**config.mk**
```make
export PLATFORM = sky130hd
export DESIGN_NAME = uartlite_loopback_slave
export DESIGN_NICKNAME = d
export VERILOG_FILES = /design/src/rtl/uartlite_pkg.sv /design/src/rtl/lite_fifo.sv /design/src/rtl/uartlite_loopback_slave.sv
export SDC_FILE = /design/constraint.sdc
export NUM_CORES = 1
export LEC_CHECK = 0
export ABC_AREA = 1
export BUFFER_PORTS_ARGS = -buffer_cell sky130_fd_sc_hd__clkbuf_2
export CAP_MARGIN = 20
export CORE_UTILIZATION = 45
export CTS_BUF_LIST = sky130_fd_sc_hd__clkbuf_8
export CTS_CLUSTER_SIZE = 10
export DETAILED_ROUTE_END_ITERATION = 10
export GPL_TIMING_DRIVEN = 1
export MAX_ROUTING_LAYER = met4
export PLACE_DENSITY = 0.74
export SLEW_MARGIN = 20
export SYNTH_ARGS = -nofsm -noshare
export SYNTH_HDL_FRONTEND = slang
export SYNTH_SLANG_ARGS = --single-unit
```
**constraint.sdc**
```tcl
create_clock -name clk -period 2.1 [get_ports clk]
set_input_delay 0 -clock clk [delete_from_list [all_inputs] [get_ports clk]]
set_output_delay 0 -clock clk [all_outputs]
set_load 0.05 [all_outputs]
```
**src/rtl/uartlite_pkg.sv**
```systemverilog
// Shared register map, STAT/CTRL bit positions and response codes for the UART Lite loopback slave.
// No logic; constants only.
package uartlite_pkg;

  typedef enum logic [1:0] {
    REG_RX   = 2'd0,
    REG_TX   = 2'd1,
    REG_STAT = 2'd2,
    REG_CTRL = 2'd3
  } reg_sel_e;

  localparam int STAT_RX_VALID = 0;
  localparam int STAT_RX_FULL  = 1;
  localparam int STAT_TX_EMPTY = 2;
  localparam int STAT_TX_FULL  = 3;
  localparam int STAT_INTR_EN  = 4;
  localparam int STAT_OVERRUN  = 5;

  localparam int CTRL_RST_TX  = 0;
  localparam int CTRL_RST_RX  = 1;
  localparam int CTRL_INTR_EN = 4;

  localparam logic [1:0] RESP_OKAY = 2'b00;

endpackage

```
**src/rtl/lite_fifo.sv**
```systemverilog
// Synchronous FIFO with flush; full/empty/count come from the registered occupancy.
// Latency: a push is visible at the head one cycle later.
// Backpressure: pushes while full and pops while empty are ignored; flush beats push/pop.
module lite_fifo #(
  parameter int WIDTH = 8,
  parameter int DEPTH = 16
) (
  input  logic                     clk,
  input  logic                     rst,
  input  logic                     push,
  input  logic [WIDTH-1:0]         push_dat,
  input  logic                     pop,
  input  logic                     flush,
  output logic [WIDTH-1:0]         pop_dat,
  output logic                     full,
  output logic                     empty,
  output logic [$clog2(DEPTH):0]   count
);

  localparam int AW = $clog2(DEPTH);

  logic [WIDTH-1:0] mem [DEPTH];
  logic [AW-1:0]    wr_ptr;
  logic [AW-1:0]    rd_ptr;
  logic             push_ok;
  logic             pop_ok;

  assign full    = (count == (AW+1)'(DEPTH));
  assign empty   = (count == '0);
  assign push_ok = push && !full;
  assign pop_ok  = pop && !empty;
  assign pop_dat = mem[rd_ptr];

  always_ff @(posedge clk or negedge rst) begin
    if (!rst) begin
      wr_ptr <= '0;
      rd_ptr <= '0;
      count  <= '0;
    end else if (flush) begin
      wr_ptr <= '0;
      rd_ptr <= '0;
      count  <= '0;
    end else begin
      if (push_ok) wr_ptr <= wr_ptr + AW'(1);
      if (pop_ok)  rd_ptr <= rd_ptr + AW'(1);
      case ({push_ok, pop_ok})
        2'b10:   count <= count + (AW+1)'(1);
        2'b01:   count <= count - (AW+1)'(1);
        default: count <= count;
      endcase
    end
  end

  // Storage needs no reset; stale entries are unreachable once the pointers clear.
  always_ff @(posedge clk) begin
    if (push_ok) mem[wr_ptr] <= push_dat;
  end

endmodule

```
**src/rtl/uartlite_loopback_slave.sv**
```systemverilog
// AXI4-Lite UART Lite register slave whose TX FIFO drains into its RX FIFO, one byte per BYTE_CYCLES.
// Latency: registered one-cycle ready pulses, response valid on the following cycle.
// Backpressure: no new write/read is accepted while its response is still pending.
module uartlite_loopback_slave
  import uartlite_pkg::*;
#(
  parameter int DEPTH       = 16,
  parameter int BYTE_CYCLES = 16
) (
  input  logic        clk,
  input  logic        rst,
  input  logic [31:0] s_axi_awaddr,
  input  logic        s_axi_awvalid,
  output logic        s_axi_awready,
  input  logic [31:0] s_axi_wdata,
  input  logic [3:0]  s_axi_wstrb,
  input  logic        s_axi_wvalid,
  output logic        s_axi_wready,
  output logic [1:0]  s_axi_bresp,
  output logic        s_axi_bvalid,
  input  logic        s_axi_bready,
  input  logic [31:0] s_axi_araddr,
  input  logic        s_axi_arvalid,
  output logic        s_axi_arready,
  output logic [31:0] s_axi_rdata,
  output logic [1:0]  s_axi_rresp,
  output logic        s_axi_rvalid,
  input  logic        s_axi_rready
);

  localparam int              CW       = (BYTE_CYCLES > 1) ? $clog2(BYTE_CYCLES) : 1;
  localparam logic [CW-1:0]   CNT_LAST = CW'(BYTE_CYCLES - 1);
  localparam int              FCW      = $clog2(DEPTH) + 1;

  logic           aw_rdy;
  logic           ar_rdy;
  logic           wr_fire;
  logic           rd_fire;
  reg_sel_e       wr_sel;
  reg_sel_e       rd_sel;

  logic           tx_push, tx_pop, tx_flush, tx_full, tx_empty;
  logic           rx_push, rx_pop, rx_flush, rx_full, rx_empty;
  logic [7:0]     tx_head, rx_head;
  logic [FCW-1:0] tx_count, rx_count;

  logic           ctrl_wr;
  logic           stat_rd;
  logic           xfer;
  logic           ovr_set;
  logic           intr_en;
  logic           overrun;
  logic [CW-1:0]  lb_cnt;
  logic [7:0]     stat;
  logic [7:0]     rd_byte;
  logic           unused_bits;

  assign s_axi_awready = aw_rdy;
  assign s_axi_wready  = aw_rdy;
  assign s_axi_arready = ar_rdy;
  assign s_axi_bresp   = RESP_OKAY;
  assign s_axi_rresp   = RESP_OKAY;

  assign wr_fire = aw_rdy && s_axi_awvalid && s_axi_wvalid;
  assign rd_fire = ar_rdy && s_axi_arvalid;
  assign wr_sel  = reg_sel_e'(s_axi_awaddr[3:2]);
  assign rd_sel  = reg_sel_e'(s_axi_araddr[3:2]);

  assign ctrl_wr  = wr_fire && (wr_sel == REG_CTRL);
  assign tx_push  = wr_fire && (wr_sel == REG_TX) && s_axi_wstrb[0];
  assign tx_flush = ctrl_wr && s_axi_wdata[CTRL_RST_TX];
  assign rx_flush = ctrl_wr && s_axi_wdata[CTRL_RST_RX];
  assign stat_rd  = rd_fire && (rd_sel == REG_STAT);
  assign rx_pop   = rd_fire && (rd_sel == REG_RX) && !rx_empty;

  // A TX flush cancels a transfer landing on the same edge; RX fullness uses the pre-edge count.
  assign xfer    = !tx_empty && (lb_cnt == CNT_LAST) && !tx_flush;
  assign tx_pop  = xfer;
  assign rx_push = xfer;
  assign ovr_set = xfer && rx_full;

  lite_fifo #(.WIDTH(8), .DEPTH(DEPTH)) u_tx_fifo (
    .clk      (clk),
    .rst      (rst),
    .push     (tx_push),
    .push_dat (s_axi_wdata[7:0]),
    .pop      (tx_pop),
    .flush    (tx_flush),
    .pop_dat  (tx_head),
    .full     (tx_full),
    .empty    (tx_empty),
    .count    (tx_count)
  );

  lite_fifo #(.WIDTH(8), .DEPTH(DEPTH)) u_rx_fifo (
    .clk      (clk),
    .rst      (rst),
    .push     (rx_push),
    .push_dat (tx_head),
    .pop      (rx_pop),
    .flush    (rx_flush),
    .pop_dat  (rx_head),
    .full     (rx_full),
    .empty    (rx_empty),
    .count    (rx_count)
  );

  always_comb begin
    stat                = '0;
    stat[STAT_RX_VALID] = !rx_empty;
    stat[STAT_RX_FULL]  = rx_full;
    stat[STAT_TX_EMPTY] = tx_empty;
    stat[STAT_TX_FULL]  = tx_full;
    stat[STAT_INTR_EN]  = intr_en;
    stat[STAT_OVERRUN]  = overrun;
  end

  always_comb begin
    rd_byte = '0;
    case (rd_sel)
      REG_RX:   rd_byte = rx_empty ? 8'h00 : rx_head;
      REG_STAT: rd_byte = stat;
      default:  rd_byte = '0;
    endcase
  end

  // Write channel: ready pulses only when both AW and W are present and no response is pending.
  always_ff @(posedge clk or negedge rst) begin
    if (!rst) begin
      aw_rdy       <= 1'b0;
      s_axi_bvalid <= 1'b0;
    end else begin
      aw_rdy <= !aw_rdy && s_axi_awvalid && s_axi_wvalid && !s_axi_bvalid;
      if (wr_fire)           s_axi_bvalid <= 1'b1;
      else if (s_axi_bready) s_axi_bvalid <= 1'b0;
    end
  end

  always_ff @(posedge clk or negedge rst) begin
    if (!rst) begin
      ar_rdy       <= 1'b0;
      s_axi_rvalid <= 1'b0;
      s_axi_rdata  <= '0;
    end else begin
      ar_rdy <= !ar_rdy && s_axi_arvalid && !s_axi_rvalid;
      if (rd_fire) begin
        s_axi_rvalid <= 1'b1;
        s_axi_rdata  <= {24'h0, rd_byte};
      end else if (s_axi_rready) begin
        s_axi_rvalid <= 1'b0;
      end
    end
  end

  always_ff @(posedge clk or negedge rst) begin
    if (!rst) begin
      intr_en <= 1'b0;
      overrun <= 1'b0;
      lb_cnt  <= '0;
    end else begin
      if (ctrl_wr) intr_en <= s_axi_wdata[CTRL_INTR_EN];
      if (ovr_set)      overrun <= 1'b1;
      else if (stat_rd) overrun <= 1'b0;
      if (tx_flush || tx_empty || xfer) lb_cnt <= '0;
      else                              lb_cnt <= lb_cnt + CW'(1);
    end
  end

  assign unused_bits = ^{s_axi_awaddr[31:4], s_axi_awaddr[1:0], s_axi_araddr[31:4],
                         s_axi_araddr[1:0], s_axi_wdata[31:8], s_axi_wdata[7:5],
                         s_axi_wdata[3:2], s_axi_wstrb[3:1], tx_count, rx_count};

endmodule

```
==> results.cfg, run 1 <==
[synth]
yosysWarnings = 0
synth_area_per_cell_um2 = 11.9
synth_enable_flop_cells = 256
synth_flop_cell = edfxtp_1
synth_top_area_share_pct = 60.2
synth.distinct_cells = 45
synth.most_common_cell = edfxtp_1
syn_inst = 1073
yosys_register_bits = 300
syn_area_um2 = 12800
ys_top_cells_by_area = edfxtp_1, dfrtp_1, o21ai_0
synth.largest_area_cell = edfxtp_1
synthArstFlopShare_pct = 14.7
synthTopCellsByCount = edfxtp_1, nor2_1, nand2_1, o21ai_0
ys_seq_area_share_pct = 68.8

[timing]
setup_violations = 0
setup_slack_ns = 0.0332
fmax_mhz = 484
clock_skew_ns = 0.0203
hold_ws_ns = -0.0000897
fin_crit_ns = 2.07
hold_violations = 1
slew-limit-headroom_pct = 50.8
period_share_pct = 98.4
tightest_slew_ns = 0.739
rsz0062_at_grt = true
finalMaxSlewViolations = 0

[drt]
route.detailed.drc = 0
drt_iter0_markers = 793
drt-total-wl_um = 29700
via_per_inst = 5.40
drt_first_pass_iters = 5
routedWlPerCell_um = 18.3
num_vias = 8752
drtAntennaViolNets = 0

[setup_path]
path_max_fanout = 8
r2r_end = u_rx_fifo.mem[10][3]
endpoint_kind = flop
path_delay_family = simple AND/OR/NAND/NOR gates
critical_path_class = flop to flop
crit_path_max_incr_delay_ns = 0.41
cp_num_buf_inv = 3
crit_arrival_ns = 2.32
start_kind = flop
required_ns = 2.36
r2r_cells = 9
r2r-start = lb_cnt[0]
timing.critical_path.cells = ha_4 -> nand2_4 -> nor2_8 -> nand4_4 -> buf_4 -> inv_2 -> nand2_1 -> nor2_1 -> buf_4
regToRegSetupSlack_ns = 0.03
cp_slowest_cell = dfrtp_1
crit_top_cell = buf_4

[power_and_ir_drop]
vdd_drop_max_uv = 572
power_frac_seq_pct = 41.2
powerDensity_nw_per_um2 = 1280
power_frac_clock_pct = 25.1
p_int_mw = 12.3
combPwrFrac_pct = 33.7
swShare_pct = 36.3
p_leak_nw = 5.69
switching_power_mw = 6.98

[cells_and_area]
antennaDiodeCount = 0
area_growth_pct = 17.7
layout.nets = 1333
drive_above_1_share_pct = 18.9
fillers = 2239
multi_input_area_um2 = 3490
ff_latch_area_um2 = 8790
utilization_pct = 54.0

[floorplanning]
die-area_um2 = 29100
fp.dieW_um = 170
start_util_pct = 45.8
num_io_pins = 148
die_y_um = 170
core_region_area_um2 = 27900
rows = 61

[grt]
grt_pass1_wl_um = 46200
antenna_found_initial = 0
gr-usage-all-layers_pct = 21.8
grt_overflow_total = 0
grt_max_degree = 66
grt_pass1_vias = 8472

[place]
gp_congestion = 0.839
dpl.hpwl_um = 19100
pre_cts_ws_ns = 0.0297
port_buffers = 32

[clock_network]
path_clk_slew_ns = 0.06
clock_sinks = 300
cts_root_buf = clkbuf_8
cts_tree = yes
clockBufferDepth = 3
htreeDepth = 2
insertion_delay_ns = 0.57
cts_buffers = 47

[status]
outcome = finished, violations left
violations = negative hold slack

[worst_hold_path]
hp-class = input port to async pin

[run]
drv_cap = 0
-- area by class of cell --
cell class | instances | share of cell area (%)
clock inverter | 24 | 0.866
multi-input combinational | 664 | 23.2
inverter | 61 | 1.59
clock buffer | 58 | 5.31
tap | 378 | 3.15
timing repair buffer | 137 | 7.38
sequential | 300 | 58.5
-- per-stage QoR --
step           setup TNS, ns  cell area, um^2  hold WS (ns)  total power, mW  std cells
3_5_place_dp               0            13700        0.0747             14.3       1509
5_1_grt               -0.688            15000        0.0240             20.2       1622
4_1_cts                    0            14900       0.00666             19.1       1614
2_1_floorplan              0            12900        -0.296             11.9       1100
3_3_place_gp               0            13700        0.0704             14.1       1509
6_report                   0            15000    -0.0000897             19.2       1622
-- timing repair --
action / 4_1_cts / 5_1_grt
setup buffers: 0 / 8
hold buffers: 23 / 0
endpoints found under the setup margin: 0 / 11
endpoints found under the hold margin: 132 / 0
resized for setup: 0 / 14
-- kinds of logic after synthesis --
kind of cell | Yosys count | share of synthesized area (%)
flip-flops | 300 | 68.8
AND/OR/NAND/NOR | 373 | 13.2
XOR/XNOR | 5 | 0.402
AO/OA/AOI/OAI | 243 | 11.0
buffers and inverters | 136 | 5.14
adder cells (fa/ha/maj) | 15 | 1.47
other | 1 | 0.0294
-- placed cells by master (no fill, tap or decap), types with 3 or more instances in the layout --
cell type,synthesis,final
clkbuf_2,0,32
xor2_1,3,3
inv_2,14,14
nor2_2,5,6
buf_12,0,8
nand2_1,138,137
a221oi_1,8,8
dfrtp_1,44,41
inv_1,44,60
nor2_4,2,3
o21ai_1,15,16
clkbuf_8,0,58
dlygate4sd3_1,0,23
o211ai_1,4,4
clkinv_2,0,4
buf_4,29,73
nand3_2,5,7
o22ai_1,35,35
edfxtp_1,256,256
nor2_1,153,151
nand2_4,2,4
conb_1,1,28
nand2_2,7,6
a211oi_1,3,3
o21ai_0,124,123
a22oi_1,5,5
o221ai_1,19,19
a21oi_1,27,27
nor3_1,5,5
nand4_1,7,7
ha_1,15,13
nand3_1,38,36
dfrtp_2,0,3
-- worst register-to-register path: cells and delay by family, from the launching register on --
kind | cells | cell delay (ns)
AND/OR/NAND/NOR | 5 | 0.70
flip-flops | 1 | 0.41
buffers and inverters | 3 | 0.48
adder cells (fa/ha/maj) | 1 | 0.17
-- worst max-delay path by stage --
stage | depth (start not counted) | start | slack [ns] | to
after floorplan | 15 | s_axi_awready | 0.003 | u_tx_fifo.count[4]
after global placement | 14 | lb_cnt[0] | 0.08 | u_rx_fifo.count[4]
after detailed placement | 14 | lb_cnt[0] | 0.03 | u_rx_fifo.count[4]
after CTS | 14 | lb_cnt[0] | 0.03 | u_rx_fifo.count[4]
after global routing | 9 | lb_cnt[1] | -0.03 | u_rx_fifo.mem[0][0]
final | 9 | lb_cnt[0] | 0.03 | u_rx_fifo.mem[10][3]
-- flip-flops by register name (all words and copies together), names as in the netlist, 4 cells and up --
signal / flops
lb_cnt: 4
s_axi_rdata: 8
u_rx_fifo.count: 5
u_rx_fifo.mem: 128
u_rx_fifo.rd_ptr: 4
u_rx_fifo.wr_ptr: 4
u_tx_fifo.count: 5
u_tx_fifo.mem: 128
u_tx_fifo.rd_ptr: 4
u_tx_fifo.wr_ptr: 4
-- power groups by stage --
stage | combinational [mW] | clock, mW | sequential [mW]
global route | 7.11 | 5.16 | 7.96
CTS | 6.35 | 4.91 | 7.88
finish | 6.48 | 4.83 | 7.92
global placement | 6.10 | 0 | 7.99
detailed placement | 6.29 | 0 | 8.00
floorplan | 3.78 | 0 | 8.11
-- per-layer routing --
metal	up-vias	routed length, um	GRT usage, %
li1	4071	-	-
met1	4251	12200	27.1
met2	354	14500	35.4
met3	76	2080	3.86
met4	0	1020	8.81
met5	-	0	-
Note: power is estimated with default switching activity, not from simulation.
==> inputs of run 2 (changes only) <==
--- a/config.mk
+++ b/config.mk
@@ -7,14 +7,14 @@
 export LEC_CHECK = 0
 export ABC_AREA = 1
 export BUFFER_PORTS_ARGS = -buffer_cell sky130_fd_sc_hd__clkbuf_2
-export CAP_MARGIN = 20
+export CAP_MARGIN = 10
 export CORE_UTILIZATION = 45
 export CTS_BUF_LIST = sky130_fd_sc_hd__clkbuf_8
 export CTS_CLUSTER_SIZE = 10
 export DETAILED_ROUTE_END_ITERATION = 10
 export GPL_TIMING_DRIVEN = 1
 export MAX_ROUTING_LAYER = met4
-export PLACE_DENSITY = 0.74
+export PLACE_DENSITY_LB_ADDON = 0.08
 export SLEW_MARGIN = 20
 export SYNTH_ARGS = -nofsm -noshare
 export SYNTH_HDL_FRONTEND = slang
==> results.cfg, run 2 (synthesized netlist as in run 1, its figures left out) <==
[timing]
hold_violations = 0
fin_tns_setup_ns = 0
hold_ws_ns = 0.0116
slew-limit-headroom_pct = 60.3
fin_crit_ns = 2.01
clock_skew_ns = 0.0246
tightest_slew_ns = 0.595
period_share_pct = 95.6
rsz0062_at_grt = true
finalMaxSlewViolations = 0
setup_violations = 0
fmax_mhz = 498

[setup_path]
path_max_fanout = 53
regToRegSetupSlack_ns = 0.09
required_ns = 2.49
endpoint_kind = flop
crit_path_max_incr_delay_ns = 0.45
cp_slowest_cell = dfrtp_2
path_delay_family = buffers and inverters
timing.critical_path.cells = inv_2 -> buf_12 -> nand2_1 -> a221oi_1 -> o21ai_0 -> buf_4 -> nand2_1 -> buf_4
crit_arrival_ns = 2.40
r2r_cells = 8
cp_num_buf_inv = 4
r2r_end = u_rx_fifo.mem[7][3]
critical_path_class = flop to flop
start_kind = flop
r2r-start = u_tx_fifo.rd_ptr[0]

[cells_and_area]
largestRegisters = u_rx_fifo.mem: 128 flops, u_tx_fifo.mem: 128 flops, s_axi_rdata: 8 flops
utilization_pct = 54.0
final_cell_mix = edfxtp_1, nor2_1, nand2_1
antennaDiodeCount = 0
drive_above_1_share_pct = 19.5
area_growth_pct = 17.8
layout.nets = 1348
final_common_cell = edfxtp_1

[floorplanning]
rows = 61
fp.dieW_um = 170
start_util_pct = 45.8
num_io_pins = 148
core_region_area_um2 = 27900
die-area_um2 = 29100
die_y_um = 170

[grt]
use_met1_pct = 27.8
gr-usage-all-layers_pct = 22.1
top_usage_layer = met2
grt_max_degree = 67
grt_pass1_wl_um = 46200
met3_usage_pct = 3.35
grt_pass1_vias = 8059
grt_use_met2_pct = 36.8
grt_overflow_total = 0
antenna_found_initial = 0

[clock_network]
cts_root_buf = clkbuf_8
cts_tree = yes
path_clk_slew_ns = 0.06
htreeDepth = 2
clock_sinks = 300
cts_buffers = 50
insertion_delay_ns = 0.57
clockBufferDepth = 3

[drt]
drt_iter0_markers = 613
drtAntennaViolNets = 0
drt_first_pass_iters = 4
route.detailed.drc = 0
via_per_inst = 5.14
routedWlPerCell_um = 18.4
drt-total-wl_um = 30300
num_vias = 8442

[power_and_ir_drop]
p_leak_nw = 5.73
powerDensity_nw_per_um2 = 1280
vdd_drop_max_uv = 564

[worst_hold_path]
min_path_cells = 1
worstHoldEndpoint = u_tx_fifo.mem[0][1]
hold_start = s_axi_wdata[1]
hp-class = input port to flop

[status]
outcome = finished clean

[place]
port_buffers = 32
dpl.hpwl_um = 19000
gp_congestion = 0.815

[run]
drv_cap = 0
[run 2: changes by cell type in the layout (fill, tap and decap cells not counted), moves of 2 or more]
cell / change
clkbuf_8: -5
nand2_2: +3
nand2_1: -3
o21ai_1: +2
o21ai_0: -2
clkinv_1: +11
buf_4: +15
inv_2: +2
[run 2: per-stage QoR]
stage | cell area [um^2] | worst slack, ns | total power, mW | instances
after CTS | 14900 | 0.0316 | 19.4 | 1636
after floorplan | 12900 | 0.00306 | 11.9 | 1100
after detailed placement | 13800 | 0.0417 | 14.6 | 1521
after global routing | 15000 | -0.0364 | 20.3 | 1644
after global placement | 13800 | 0.0705 | 14.6 | 1521
final | 15000 | 0.0916 | 19.3 | 1644
[run 2: worst register-to-register path, stage by stage, from the launching register on]
cell	delay (ns)
dfrtp_2	0.45
inv_2	0.09
buf_12	0.22
nand2_1	0.15
a221oi_1	0.27
o21ai_0	0.18
buf_4	0.18
nand2_1	0.06
buf_4	0.23
[run 2: per-layer routing]
metal	vias up	wire [um]	share of wire (%)
li1	4113	-	-
met1	4086	13400	44
met2	182	15000	49
met3	61	1190	3.9
met4	0	737	2.4
met5	-	0	0
[run 2: how the worst max path moves through the flow]
stage                              startpoint             endpoint  slack, ns  depth (start not counted)
final                     u_tx_fifo.rd_ptr[0]  u_rx_fifo.mem[7][3]       0.09                          8
after global routing                lb_cnt[1]   u_rx_fifo.count[4]      -0.04                         14
after CTS                           lb_cnt[0]   u_rx_fifo.count[4]       0.03                         14
after detailed placement            lb_cnt[0]   u_rx_fifo.count[4]       0.04                         14
after global placement              lb_cnt[0]   u_rx_fifo.count[4]       0.07                         14
after floorplan                 s_axi_awready   u_tx_fifo.count[4]      0.003                         15
[run 2: where the power goes]
group	leakage, nW	switching [mW]	internal [mW]	total, mW
sequential	2.85	0.355	7.51	7.87
clock	0.525	2.30	2.33	4.63
combinational	2.36	4.61	2.15	6.76
[run 2: layout make-up]
cell class,instances,area [um^2]
inverters,61,239
flip-flops and latches,300,8790
repair buffers,149,1180
clock inverters,39,165
clock buffers,53,729
multi-input cells,664,3470
fillers,2465,12800
well taps,378,473
[run 2: repair_timing]
| action | 4_1_cts | 5_1_grt |
|---|---|---|
| endpoints found under the setup margin | 0 | 147 |
| gates resized for setup | 0 | 14 |
| hold buffers | 23 | 0 |
| hold endpoints to repair | 175 | 0 |
| buffers inserted | 0 | 9 |
